## src/rtl/ext_sram_bridge_pkg.sv

```systemverilog
// ext_sram_bridge_pkg
//   Shared constants for the external SRAM bridge: FSM state encodings and
//   byte-lane identifiers. Imported by ext_sram_bridge and sram_byte_cycle.
package ext_sram_bridge_pkg;

  // BR_SETUP/BR_STROBE/BR_HOLD are the byte-phase states inside
  // sram_byte_cycle. The top level uses BR_SETUP to mean "byte phases in
  // flight" and never enters BR_STROBE or BR_HOLD itself.
  typedef enum logic [2:0] {
    BR_IDLE   = 3'd0,
    BR_SETUP  = 3'd1,
    BR_STROBE = 3'd2,
    BR_HOLD   = 3'd3,
    BR_DONE   = 3'd4
  } br_state_t;

  // Byte lanes of a 16-bit word: lane 0 is data[7:0] at byte address addr*2.
  localparam logic LANE_LO = 1'b0;
  localparam logic LANE_HI = 1'b1;

  // Width of the strobe wait counter (WAIT_CYCLES is 1..15).
  localparam int WAIT_CNT_W = 4;

endpackage

```

## src/rtl/ext_sram_bridge_sram_byte_cycle.sv

```systemverilog
// sram_byte_cycle
//   Runs one byte access on an asynchronous 8-bit SRAM:
//   SETUP (1 cycle) -> STROBE (WAIT_CYCLES cycles) -> HOLD (writes only).
//   All SRAM pins are registered so strobes are glitch-free.
// Ports:
//   clk, rst_n      clock, synchronous active-low reset
//   start           begin a phase; accepted when idle or in the phase_done cycle
//   wr              1 = write phase, 0 = read phase (captured on start)
//   byte_addr       SRAM byte address (captured on start)
//   wr_byte         write data (captured on start)
//   busy            a phase is in progress
//   phase_done      one-cycle pulse in the final cycle of the phase
//   rd_byte         read byte; valid while phase_done is high on a read
//   sram_*          SRAM pad signals
module sram_byte_cycle
  import ext_sram_bridge_pkg::*;
#(
  parameter int ADDR_BITS   = 12,
  parameter int WAIT_CYCLES = 2
) (
  input  logic                 clk,
  input  logic                 rst_n,
  input  logic                 start,
  input  logic                 wr,
  input  logic [ADDR_BITS:0]   byte_addr,
  input  logic [7:0]           wr_byte,
  output logic                 busy,
  output logic                 phase_done,
  output logic [7:0]           rd_byte,
  output logic [ADDR_BITS:0]   sram_addr,
  output logic [7:0]           sram_dq_out,
  input  logic [7:0]           sram_dq_in,
  output logic                 sram_dq_oe,
  output logic                 sram_ce_n,
  output logic                 sram_oe_n,
  output logic                 sram_we_n
);

  localparam logic [WAIT_CNT_W-1:0] LAST_CNT = WAIT_CNT_W'(WAIT_CYCLES - 1);

  br_state_t              state_reg, state_next;
  logic [WAIT_CNT_W-1:0]  cnt_reg, cnt_next;
  logic                   wr_reg, wr_next;
  logic [ADDR_BITS:0]     addr_reg, addr_next;
  logic [7:0]             data_reg, data_next;
  logic                   accept;
  logic                   ce_n_reg, oe_n_reg, we_n_reg, dq_oe_reg;

  always_ff @(posedge clk) begin
    if (!rst_n) begin
      state_reg <= BR_IDLE;
      cnt_reg   <= '0;
      wr_reg    <= 1'b0;
      addr_reg  <= '0;
      data_reg  <= '0;
      ce_n_reg  <= 1'b1;
      oe_n_reg  <= 1'b1;
      we_n_reg  <= 1'b1;
      dq_oe_reg <= 1'b0;
    end else begin
      state_reg <= state_next;
      cnt_reg   <= cnt_next;
      wr_reg    <= wr_next;
      addr_reg  <= addr_next;
      data_reg  <= data_next;
      // Pins follow the state being entered, so they change exactly on the
      // state edge and a reset clears them at the very next edge.
      ce_n_reg  <= (state_next == BR_IDLE);
      oe_n_reg  <= !((state_next == BR_STROBE) && !wr_next);
      we_n_reg  <= !((state_next == BR_STROBE) && wr_next);
      dq_oe_reg <= wr_next && (state_next != BR_IDLE);
    end
  end

  always_comb begin
    state_next = state_reg;
    cnt_next   = cnt_reg;
    wr_next    = wr_reg;
    addr_next  = addr_reg;
    data_next  = data_reg;
    phase_done = 1'b0;
    accept     = 1'b0;
    case (state_reg)
      BR_IDLE: accept = start;
      BR_SETUP: begin
        state_next = BR_STROBE;
        cnt_next   = '0;
      end
      BR_STROBE: begin
        if (cnt_reg == LAST_CNT) begin
          if (wr_reg) begin
            state_next = BR_HOLD;
          end else begin
            // Last strobe cycle of a read: the pad data is sampled here.
            phase_done = 1'b1;
            accept     = start;
            state_next = BR_IDLE;
          end
        end else begin
          cnt_next = cnt_reg + 1'b1;
        end
      end
      BR_HOLD: begin
        phase_done = 1'b1;
        accept     = start;
        state_next = BR_IDLE;
      end
      default: state_next = BR_IDLE;
    endcase
    // A start in the phase_done cycle chains straight into the next SETUP.
    if (accept) begin
      state_next = BR_SETUP;
      wr_next    = wr;
      addr_next  = byte_addr;
      data_next  = wr_byte;
    end
  end

  assign busy        = (state_reg != BR_IDLE);
  assign rd_byte     = sram_dq_in;
  assign sram_addr   = addr_reg;
  assign sram_dq_out = data_reg;
  assign sram_dq_oe  = dq_oe_reg;
  assign sram_ce_n   = ce_n_reg;
  assign sram_oe_n   = oe_n_reg;
  assign sram_we_n   = we_n_reg;

endmodule

```

## src/rtl/ext_sram_bridge.sv

```systemverilog
// ext_sram_bridge
//   Memory-bus responder mapping a word-address window onto an external
//   asynchronous 8-bit SRAM. Word accesses run two byte phases (lane 0 then
//   lane 1); byte accesses run one. mem_wait stalls the core until done.
// Ports:
//   clk, rst_n                   clock, synchronous active-low reset
//   en, write_enable             bus request strobe, 1 = write
//   byte_enable, byte_select     single-byte access, lane (1 = high byte)
//   addr, data_in                word address, write data
//   data_out, serviced_read      registered read data, valid-read flag
//   mem_wait                     stall request (combinational)
//   sram_*                       SRAM pad signals
module ext_sram_bridge
  import ext_sram_bridge_pkg::*;
#(
  parameter logic [15:0] BASE_ADDR   = 16'h2000,
  parameter int          ADDR_BITS   = 12,
  parameter int          WAIT_CYCLES = 2
) (
  input  logic                 clk,
  input  logic                 rst_n,
  input  logic                 en,
  input  logic                 write_enable,
  input  logic                 byte_enable,
  input  logic                 byte_select,
  input  logic [15:0]          addr,
  input  logic [15:0]          data_in,
  output logic [15:0]          data_out,
  output logic                 serviced_read,
  output logic                 mem_wait,
  output logic [ADDR_BITS:0]   sram_addr,
  output logic [7:0]           sram_dq_out,
  input  logic [7:0]           sram_dq_in,
  output logic                 sram_dq_oe,
  output logic                 sram_ce_n,
  output logic                 sram_oe_n,
  output logic                 sram_we_n
);

  br_state_t               state_reg, state_next;
  logic                    consumed_reg, consumed_next;
  logic                    wr_reg, wr_next;
  logic                    byte_reg, byte_next;
  logic                    lane_reg, lane_next;
  logic [ADDR_BITS-1:0]    off_reg, off_next;
  logic [15:0]             wdata_reg, wdata_next;
  logic [7:0]              lo_byte_reg, lo_byte_next;
  logic [15:0]             data_out_reg, data_out_next;
  logic                    serviced_reg, serviced_next;

  logic                    hit, take, first_lane;
  logic                    ph_start, ph_wr, ph_busy, ph_done;
  logic [ADDR_BITS:0]      ph_addr;
  logic [7:0]              ph_wbyte, ph_rbyte;

  assign hit  = (addr[15:ADDR_BITS] == BASE_ADDR[15:ADDR_BITS]);
  assign take = en && hit && (state_reg == BR_IDLE) && !consumed_reg;

  always_ff @(posedge clk) begin
    if (!rst_n) begin
      state_reg    <= BR_IDLE;
      consumed_reg <= 1'b0;
      wr_reg       <= 1'b0;
      byte_reg     <= 1'b0;
      lane_reg     <= LANE_LO;
      off_reg      <= '0;
      wdata_reg    <= '0;
      lo_byte_reg  <= '0;
      data_out_reg <= '0;
      serviced_reg <= 1'b0;
    end else begin
      state_reg    <= state_next;
      consumed_reg <= consumed_next;
      wr_reg       <= wr_next;
      byte_reg     <= byte_next;
      lane_reg     <= lane_next;
      off_reg      <= off_next;
      wdata_reg    <= wdata_next;
      lo_byte_reg  <= lo_byte_next;
      data_out_reg <= data_out_next;
      serviced_reg <= serviced_next;
    end
  end

  always_comb begin
    state_next    = state_reg;
    wr_next       = wr_reg;
    byte_next     = byte_reg;
    lane_next     = lane_reg;
    off_next      = off_reg;
    wdata_next    = wdata_reg;
    lo_byte_next  = lo_byte_reg;
    data_out_next = data_out_reg;
    first_lane    = byte_enable ? byte_select : LANE_LO;
    // Default phase request is the second (high) lane of the captured word.
    ph_start      = 1'b0;
    ph_wr         = wr_reg;
    ph_addr       = {off_reg, LANE_HI};
    ph_wbyte      = wdata_reg[15:8];
    case (state_reg)
      BR_IDLE: begin
        if (take) begin
          // Request inputs are used live only in this cycle, then captured.
          ph_start   = 1'b1;
          ph_wr      = write_enable;
          ph_addr    = {addr[ADDR_BITS-1:0], first_lane};
          ph_wbyte   = data_in[7:0];
          wr_next    = write_enable;
          byte_next  = byte_enable;
          lane_next  = first_lane;
          off_next   = addr[ADDR_BITS-1:0];
          wdata_next = data_in;
          state_next = BR_SETUP;
        end
      end
      BR_SETUP: begin
        if (ph_done) begin
          if (!byte_reg && (lane_reg == LANE_LO)) begin
            ph_start     = 1'b1;
            lane_next    = LANE_HI;
            lo_byte_next = ph_rbyte;
          end else begin
            state_next = BR_DONE;
            if (!wr_reg) begin
              data_out_next = byte_reg ? {ph_rbyte, ph_rbyte} : {ph_rbyte, lo_byte_reg};
            end
          end
        end
      end
      BR_DONE: state_next = BR_IDLE;
      default: state_next = BR_IDLE;
    endcase
  end

  // consumed blocks a held en from retriggering; any en=0 cycle re-arms.
  always_comb begin
    consumed_next = consumed_reg;
    if (!en) begin
      consumed_next = 1'b0;
    end else if (state_next == BR_DONE) begin
      consumed_next = 1'b1;
    end
  end

  // Setting on DONE entry takes priority over the clear by a live request.
  always_comb begin
    serviced_next = serviced_reg;
    if ((state_reg == BR_SETUP) && (state_next == BR_DONE)) begin
      serviced_next = !wr_reg;
    end else if (en && !consumed_reg) begin
      serviced_next = 1'b0;
    end
  end

  assign mem_wait      = take || (state_reg == BR_SETUP);
  assign data_out      = data_out_reg;
  assign serviced_read = serviced_reg;

  sram_byte_cycle #(
    .ADDR_BITS   (ADDR_BITS),
    .WAIT_CYCLES (WAIT_CYCLES)
  ) u_byte_cycle (
    .clk         (clk),
    .rst_n       (rst_n),
    .start       (ph_start),
    .wr          (ph_wr),
    .byte_addr   (ph_addr),
    .wr_byte     (ph_wbyte),
    .busy        (ph_busy),
    .phase_done  (ph_done),
    .rd_byte     (ph_rbyte),
    .sram_addr   (sram_addr),
    .sram_dq_out (sram_dq_out),
    .sram_dq_in  (sram_dq_in),
    .sram_dq_oe  (sram_dq_oe),
    .sram_ce_n   (sram_ce_n),
    .sram_oe_n   (sram_oe_n),
    .sram_we_n   (sram_we_n)
  );

  // ph_busy mirrors state_reg == BR_SETUP; kept for visibility in waves.
  logic unused_ok;
  assign unused_ok = ph_busy;

endmodule
```

## config.mk

```make
export PLATFORM = sky130hd
export DESIGN_NAME = ext_sram_bridge
export DESIGN_NICKNAME = d
export VERILOG_FILES = /design/src/rtl/ext_sram_bridge_pkg.sv /design/src/rtl/ext_sram_bridge_sram_byte_cycle.sv /design/src/rtl/ext_sram_bridge.sv
export SDC_FILE = /design/constraint.sdc
export NUM_CORES = 1
export LEC_CHECK = 0
export CAP_MARGIN = 20
export CORE_UTILIZATION = 25
export DETAILED_ROUTE_END_ITERATION = 10
export GPL_ROUTABILITY_DRIVEN = 0
export PLACE_DENSITY = 0.45
export SKIP_LAST_GASP = 1
export SLEW_MARGIN = 20
export SYNTH_ARGS = -nofsm -noshare
export SYNTH_HDL_FRONTEND = slang
export SYNTH_SLANG_ARGS = --single-unit
```

## constraint.sdc

```tcl
create_clock -name clk -period 6.75 [get_ports clk]
set_input_delay 1.35 -clock clk [delete_from_list [all_inputs] [get_ports clk]]
set_output_delay 1.35 -clock clk [all_outputs]
set_load 0.1 [all_outputs]
```

==> summary.md <==
| Metric | Value |
|---|---|
| Max Cap Viol | `0` |
| Hpwl dp | `6440 um` |
| Final period utilization | `0.759` |
| CP max-delay cell | `clkdlybuf4s50_1` |
| RSZ-0062 raised after global routing | `no` |
| Placed cell count | `602` |
| DR pass1 iterations | `4` |
| Total GRT Usage | `0.130` |
| FILL cells | `1432` |
| Mapped Area | `0.00363 mm^2` |
| Min Tclk post-route | `5.12 ns` |
| Status | `finished, final reports clean` |
| DP Worst Slack | `1.60 ns` |
| Total chip power | `1.05 mW` |
| Commonest cells in the synthesized netlist | `dfxtp_1 (85), nor2_1 (57), mux2i_1 (46)` |
| Final setup violation count | `0` |
| Routed vias/inst | `4.70` |
| Final Slew Violations | `0` |
| Worst ir drop on vdd | `0.000112 V` |
| Initial antenna violation count | `0` |
| Met1 Track Usage GR | `0.162` |
| Slew of the pin with the lowest slew margin | `1.02 ns` |
| Cts bufs inserted | `9` |
| Remaining global-route overflow | `0` |
| Top cell by count, worst path | `clkdlybuf4s50_1` |
| Largest area contributor in the netlist | `dfxtp_1` |
| Die X | `123 um` |
| Initial Util | `0.259` |
| Iter 0 DRT Violations | `106` |
| # IOs | `89` |
| Max Fclk | `195 MHz` |
| Max incr delay on CP | `1.13 ns` |
| CP max FO | `36` |
| Critical path's top delay family | `buffers and inverters` |
| Htree depth | `3` |
| DRT Wirelength | `9360 um` |
| Synth cell types | `46` |
| Setup repair bufs after CTS | `0` |
| Rel. slew slack | `0.323` |
| Critical Path, Cell by Cell | `clkdlybuf4s50_1, nor3b_1, nand3_2, buf_4, nand2_1, clkdlybuf4s50_1` |
| Clk sinks | `85` |
| Most frequent cell after synthesis | `dfxtp_1` |
| Drc violations | `0` |
| Vias in the first global route | `2848` |
| Hold Path Class | `flip-flop to flip-flop` |
| Setup TNS | `0 ns` |
| Final core utilization | `0.350` |
| Sequential fraction of the synthesis area | `0.469` |
| Largest register FFs | `16` |
| Setup WS post-layout | `1.63 ns` |
| Maximum number of pins on one net before global-route repair | `47` |
| YS warnings | `0` |
| Nets | `481` |
| Synth Flop Type | `dfxtp_1` |
| Setup Crit Path Kind | `primary input to primary output` |
| CTS Buffer Depth | `2` |
| Die area | `0.0150 mm^2` |
| DR WL/cell | `15.2 um` |
| R2R Setup Slk | `3.84 ns` |
| Gate Count Post-Synth | `357` |
| CP endpoint kind | `primary output` |
| Critical path arrival | `3.77 ns` |
| Final hold violations | `0` |
| Die H | `123 um` |
| Final Non-Filler Cells | `615` |
| Post-CTS Hold Buffers | `0` |
| Row count | `43` |
| Share of cells above drive strength 1 | `0.115` |
| Fraction of registers with async set/reset | `0` |
| Power per cell area | `214 mW/mm^2` |
| Top cell type's share of synthesized area | `0.469` |
| Root buffer cell | `clkbuf_16` |
| Most used routing layer | `met2` |
| Clk slew on worst S/H paths | `0.06 ns` |
| GR Layer Usage met3 | `0.0218` |
| Core ar. | `0.0140 mm^2` |
| Type of origin of the critical path | `primary input` |
| Antenna cell count | `0` |
| Leakage | `1.79 nW` |
| Synth top area cells | `dfxtp_1 (47%), mux2i_1 (13%), a221oi_2 (9.1%), nor2_1 (5.9%), a21oi_1 (3.0%)` |
| Total number of vias | `2891` |
| Synth Register Bits | `85` |
| CTS resizes | `0` |
| Clock Skew | `0.00549 ns` |
| Clock insertion delay at the later pin of the skew report | `0.34 ns` |
| Syn_area_per_cell | `10.2 um^2` |
| First-pass GRT wire length | `14800 um` |
| CP required | `5.40 ns` |
| PortBufs | `88` |
| CTS tree | `done` |
| Met2 usage | `0.212` |
| Post-synth EDFFs | `0` |
| P&R area growth vs syn | `35.5%` |
| Final antenna-violating net count | `0` |
| WP buf/inv | `3` |
kinds of logic (layout without fill, tap and decap cells):
| family | after synthesis | in the layout | share of synthesized area |
|---|---|---|---|
| other | 1 | 2 | 0.00103 |
| buffers and inverters | 36 | 113 | 0.0496 |
| AO/OA/AOI/OAI | 85 | 85 | 0.211 |
| adder cells (fa/ha/maj) | 2 | 2 | 0.00689 |
| AND/OR/NAND/NOR | 101 | 101 | 0.134 |
| XOR/XNOR | 1 | 1 | 0.00241 |
| flip-flops | 85 | 85 | 0.469 |
| multiplexers | 46 | 46 | 0.127 |
per-layer routing:
| metal | up-vias | part of all wire |
|---|---|---|
| li1 | 1449 | - |
| met1 | 1387 | 0.47 |
| met2 | 44 | 0.48 |
| met3 | 11 | 0.028 |
| met4 | 0 | 0.021 |
| met5 | - | 0 |
cell usage in the layout, fill, tap and decap left out, types with 7 or more instances in the layout:
master           instances
mux2i_1                 46
a211oi_1                11
a21oi_1                 22
a221oi_2                22
o21ai_0                 16
nor2_1                  57
nand2_1                  7
dfxtp_1                 85
nand3_1                  8
clkdlybuf4s50_1         88
clkbuf_16                9
metrics by stage:
| stage | instance area (um^2) | hold slack [ns] |
|---|---|---|
| 6_report | 4920 | 0.480 |
| 5_1_grt | 4920 | 0.507 |
| 4_1_cts | 4920 | 0.480 |
| 3_5_place_dp | 4630 | 0.472 |
| 3_3_place_gp | 4630 | 0.470 |
| 2_1_floorplan | 3630 | 0.460 |
power by group:
part / switching (mW) / leakage [nW] / internal, mW
clock network: 0.187 / 0.143 / 0.300
registers: 0.00291 / 0.686 / 0.504
logic: 0.0297 / 0.962 / 0.0305
total: 0.220 / 1.79 / 0.835
cell type report:
class                           instances  area [um^2]  share of cell area
Inverter                                7         26.3             0.00534
Sequential cell                        85         1700               0.346
Tap cell                              180          225              0.0458
Clock buffer                           11          253              0.0514
Timing Repair Buffer                   93          918               0.187
Clock inverter                          2         35.0             0.00712
Multi-Input combinational cell        237         1760               0.358
worst register-to-register path, delay by kind of cell, from the launching register on:
family | cells | cell delay, ns
adder cells (fa/ha/maj) | 1 | 0.20
multiplexers | 1 | 0.26
buffers and inverters | 1 | 0.46
AO/OA/AOI/OAI | 1 | 0.79
flip-flops | 1 | 0.42
AND/OR/NAND/NOR | 2 | 0.65
final timing paths:
check,startpoint,to,cells after the start
min reg2reg,data_out[10],data_out[10],2
max reg2reg,u_byte_cycle.cnt_reg[0],lo_byte_reg[0],6
min,data_out[10],data_out[10],2
max,addr[13],mem_wait,6
No activity file was read; power rests on OpenSTA's default activity.
==> variant (same flow settings) <==
Re-encode `br_state_t` (5 states) as one-hot, 5 bits wide.
--- a/src/rtl/ext_sram_bridge_pkg.sv
+++ b/src/rtl/ext_sram_bridge_pkg.sv
@@ -8,8 +8,8 @@
   // flight" and never enters BR_STROBE or BR_HOLD itself.
-  typedef enum logic [2:0] {
-    BR_IDLE   = 3'd0,
-    BR_SETUP  = 3'd1,
-    BR_STROBE = 3'd2,
-    BR_HOLD   = 3'd3,
-    BR_DONE   = 3'd4
+  typedef enum logic [4:0] {
+    BR_IDLE   = 5'b00001,
+    BR_SETUP  = 5'b00010,
+    BR_STROBE = 5'b00100,
+    BR_HOLD   = 5'b01000,
+    BR_DONE   = 5'b10000
   } br_state_t;
Formal check against the unedited RTL: same outputs for any inputs over 4 cycles, from zero or initial values and one cycle with rst_n low; so few cycles prove little.
==> variant against the original RTL <==
- via count fell by 4.0%
- sequential cell count rose by 4
- worst setup slack improved by 0.30 ns
- synthesized area is 0.65% lower
- first-iteration DRC count decreased by 21%
- wire length down 7.9%
- final area up 0.79%
- total power increased by 2.6%
==> variant: results (changes against the original RTL) <==
place_inst: 625  # was 602
grt_pass1_wl_mm: 13.39  # was 14.77 mm
grt_antenna_before_repair: 0  # unchanged
xor_xnor_portion_of_the_synthesized_cell_area_pct: 0.2428  # was 0.2412%
reg2reg_setup_slack_ns: 3.65  # was 3.84 ns
worst_ir_drop_vdd_mv: 0.1243  # was 0.1122 mV
total_leakage_power_nw: 2.047  # was 1.791 nW
crit_arrival_ns: 3.47  # was 3.77 ns
synth-compound-area-share_pct: 8.602  # was 21.09%
layout-drive-gt1-share_pct: 11.28  # was 11.49%
global_router_s_overall_resource_usage_pct: 11.91  # was 12.98%
post_synth_mux_area_share_pct: 18.28  # was 12.68%
stdcell_count: 641  # was 615
total_switching_power_mw: 0.2306  # was 0.2198 mW
worstReg2RegEnd: "u_byte_cycle.sram_addr[8]"  # was lo_byte_reg[0]
critical-path-slowest-cell: "nor4b_1"  # was clkdlybuf4s50_1
timing.hold.worst_endpoint: "wdata_reg[10]"  # was data_out[10]
first_element_of_the_critical_path: "addr[12]"  # was addr[13]
detailedRoute.firstIterationViolations: 84  # was 106
route.vias.total: 2776  # was 2891
grt_pass1_vias: 2706  # was 2848
postPlaceCellArea_sq_um: 4653  # was 4629 sq um
synth_commonest_cells: "89 x dfxtp_1, 60 x nand2_1, 42 x nor2_1"  # was 85 x dfxtp_1, 57 x nor2_1, 46 x mux2i_1
cts_buffer_count: 9  # unchanged
detailedPlacementHpwl_mm: 5.946  # was 6.437 mm
rr_startpoint: "state_reg[1]"  # was u_byte_cycle.cnt_reg[0]
cts.htree.levels: 3  # unchanged
max_slew.worst_pin.slew_ns: 1.023  # was 1.016 ns
net_total_in_the_final_layout: 504  # was 481
timing.critical_path.slowest_cell_delay_ns: 0.58  # was 1.13 ns
synth_cells: 372  # was 357
synth.area.top_cells: "dfxtp_1 49%, mux2i_1 11%, nand2_1 6.2%, mux2_2 4.7%, nor2_1 4.4%"  # was dfxtp_1 47%, mux2i_1 13%, a221oi_2 9.1%, nor2_1 5.9%, a21oi_1 3.0%
post_synth_fa_ha_maj_area_fraction_pct: 0.6937  # was 0.6892%
grt_max_degree: 42  # was 47
crit_fanout: 15  # was 36
synth-seq-area-share_pct: 49.39  # was 46.86%
finalClockSkew_ns: 0.006652  # was 0.005487 ns
outcome: "finished clean"  # unchanged
hold_start: "wdata_reg[10]"  # was data_out[10]
postLayoutSetupSlackWorst_ns: 1.928  # was 1.629 ns
holdWs_ns: 0.4526  # was 0.4799 ns
timing.reg2reg.worst_path_depth: 7  # was 6
route.detailed.wl_per_inst_um: 13.45  # was 15.22 um
synth_cell_types: 49  # was 46
variant: changes by cell type after synthesis, moves of 6 or more:
cell / unedited run / this run
mux2_2: 0 / 15
nand2_1: 7 / 60
a221oi_2: 22 / 0
and2_1: 1 / 13
o21ai_0: 16 / 3
nor2_1: 57 / 42
mux2_4: 0 / 6
mux2i_1: 46 / 40
variant: logic make-up (layout without fill, tap and decap cells):
logic type,after synthesis,in the layout
multiplexers,61,61
adder cells (fa/ha/maj),2,2
AO/OA/AOI/OAI,44,44
buffers and inverters,26,113
XOR/XNOR,1,1
other,1,3
AND/OR/NAND/NOR,148,148
flip-flops,89,89
variant: routing by layer:
layer | share of wire [%] | up-vias | track usage, % | routed length [um]
met5 | 0 | - | 0 | 0
met4 | 1.5 | 0 | 4.802 | 129
met3 | 8.2 | 12 | 5.243 | 705
met2 | 44 | 72 | 18.57 | 3761
met1 | 47 | 1265 | 14.24 | 4027
li1 | - | 1427 | - | -
variant: critical path: cells and delay by family:
kind / cells / cell delay [ns]
AND/OR/NAND/NOR: 3 / 1.41
buffers and inverters: 2 / 0.72
variant: area by class of cell:
cell class / count / area, sq um
clock inverter: 6 / 65.06
multi-input combinational: 259 / 1719
sequential: 89 / 1782
clock buffer: 10 / 239.0
tap: 180 / 225.2
fill: 1480 / 9031
timing repair buffer: 92 / 908.4
inverter: 5 / 18.77
variant: power by group through the flow:
stage / combinational, mW / clock, mW / sequential (mW)
6_report: 0.0455 / 0.509 / 0.527
5_1_grt: 0.0489 / 0.549 / 0.527
4_1_cts: 0.0463 / 0.525 / 0.527
3_5_place_dp: 0.0458 / 0 / 0.539
3_3_place_gp: 0.0460 / 0 / 0.539
2_1_floorplan: 0.0120 / 0 / 0.539
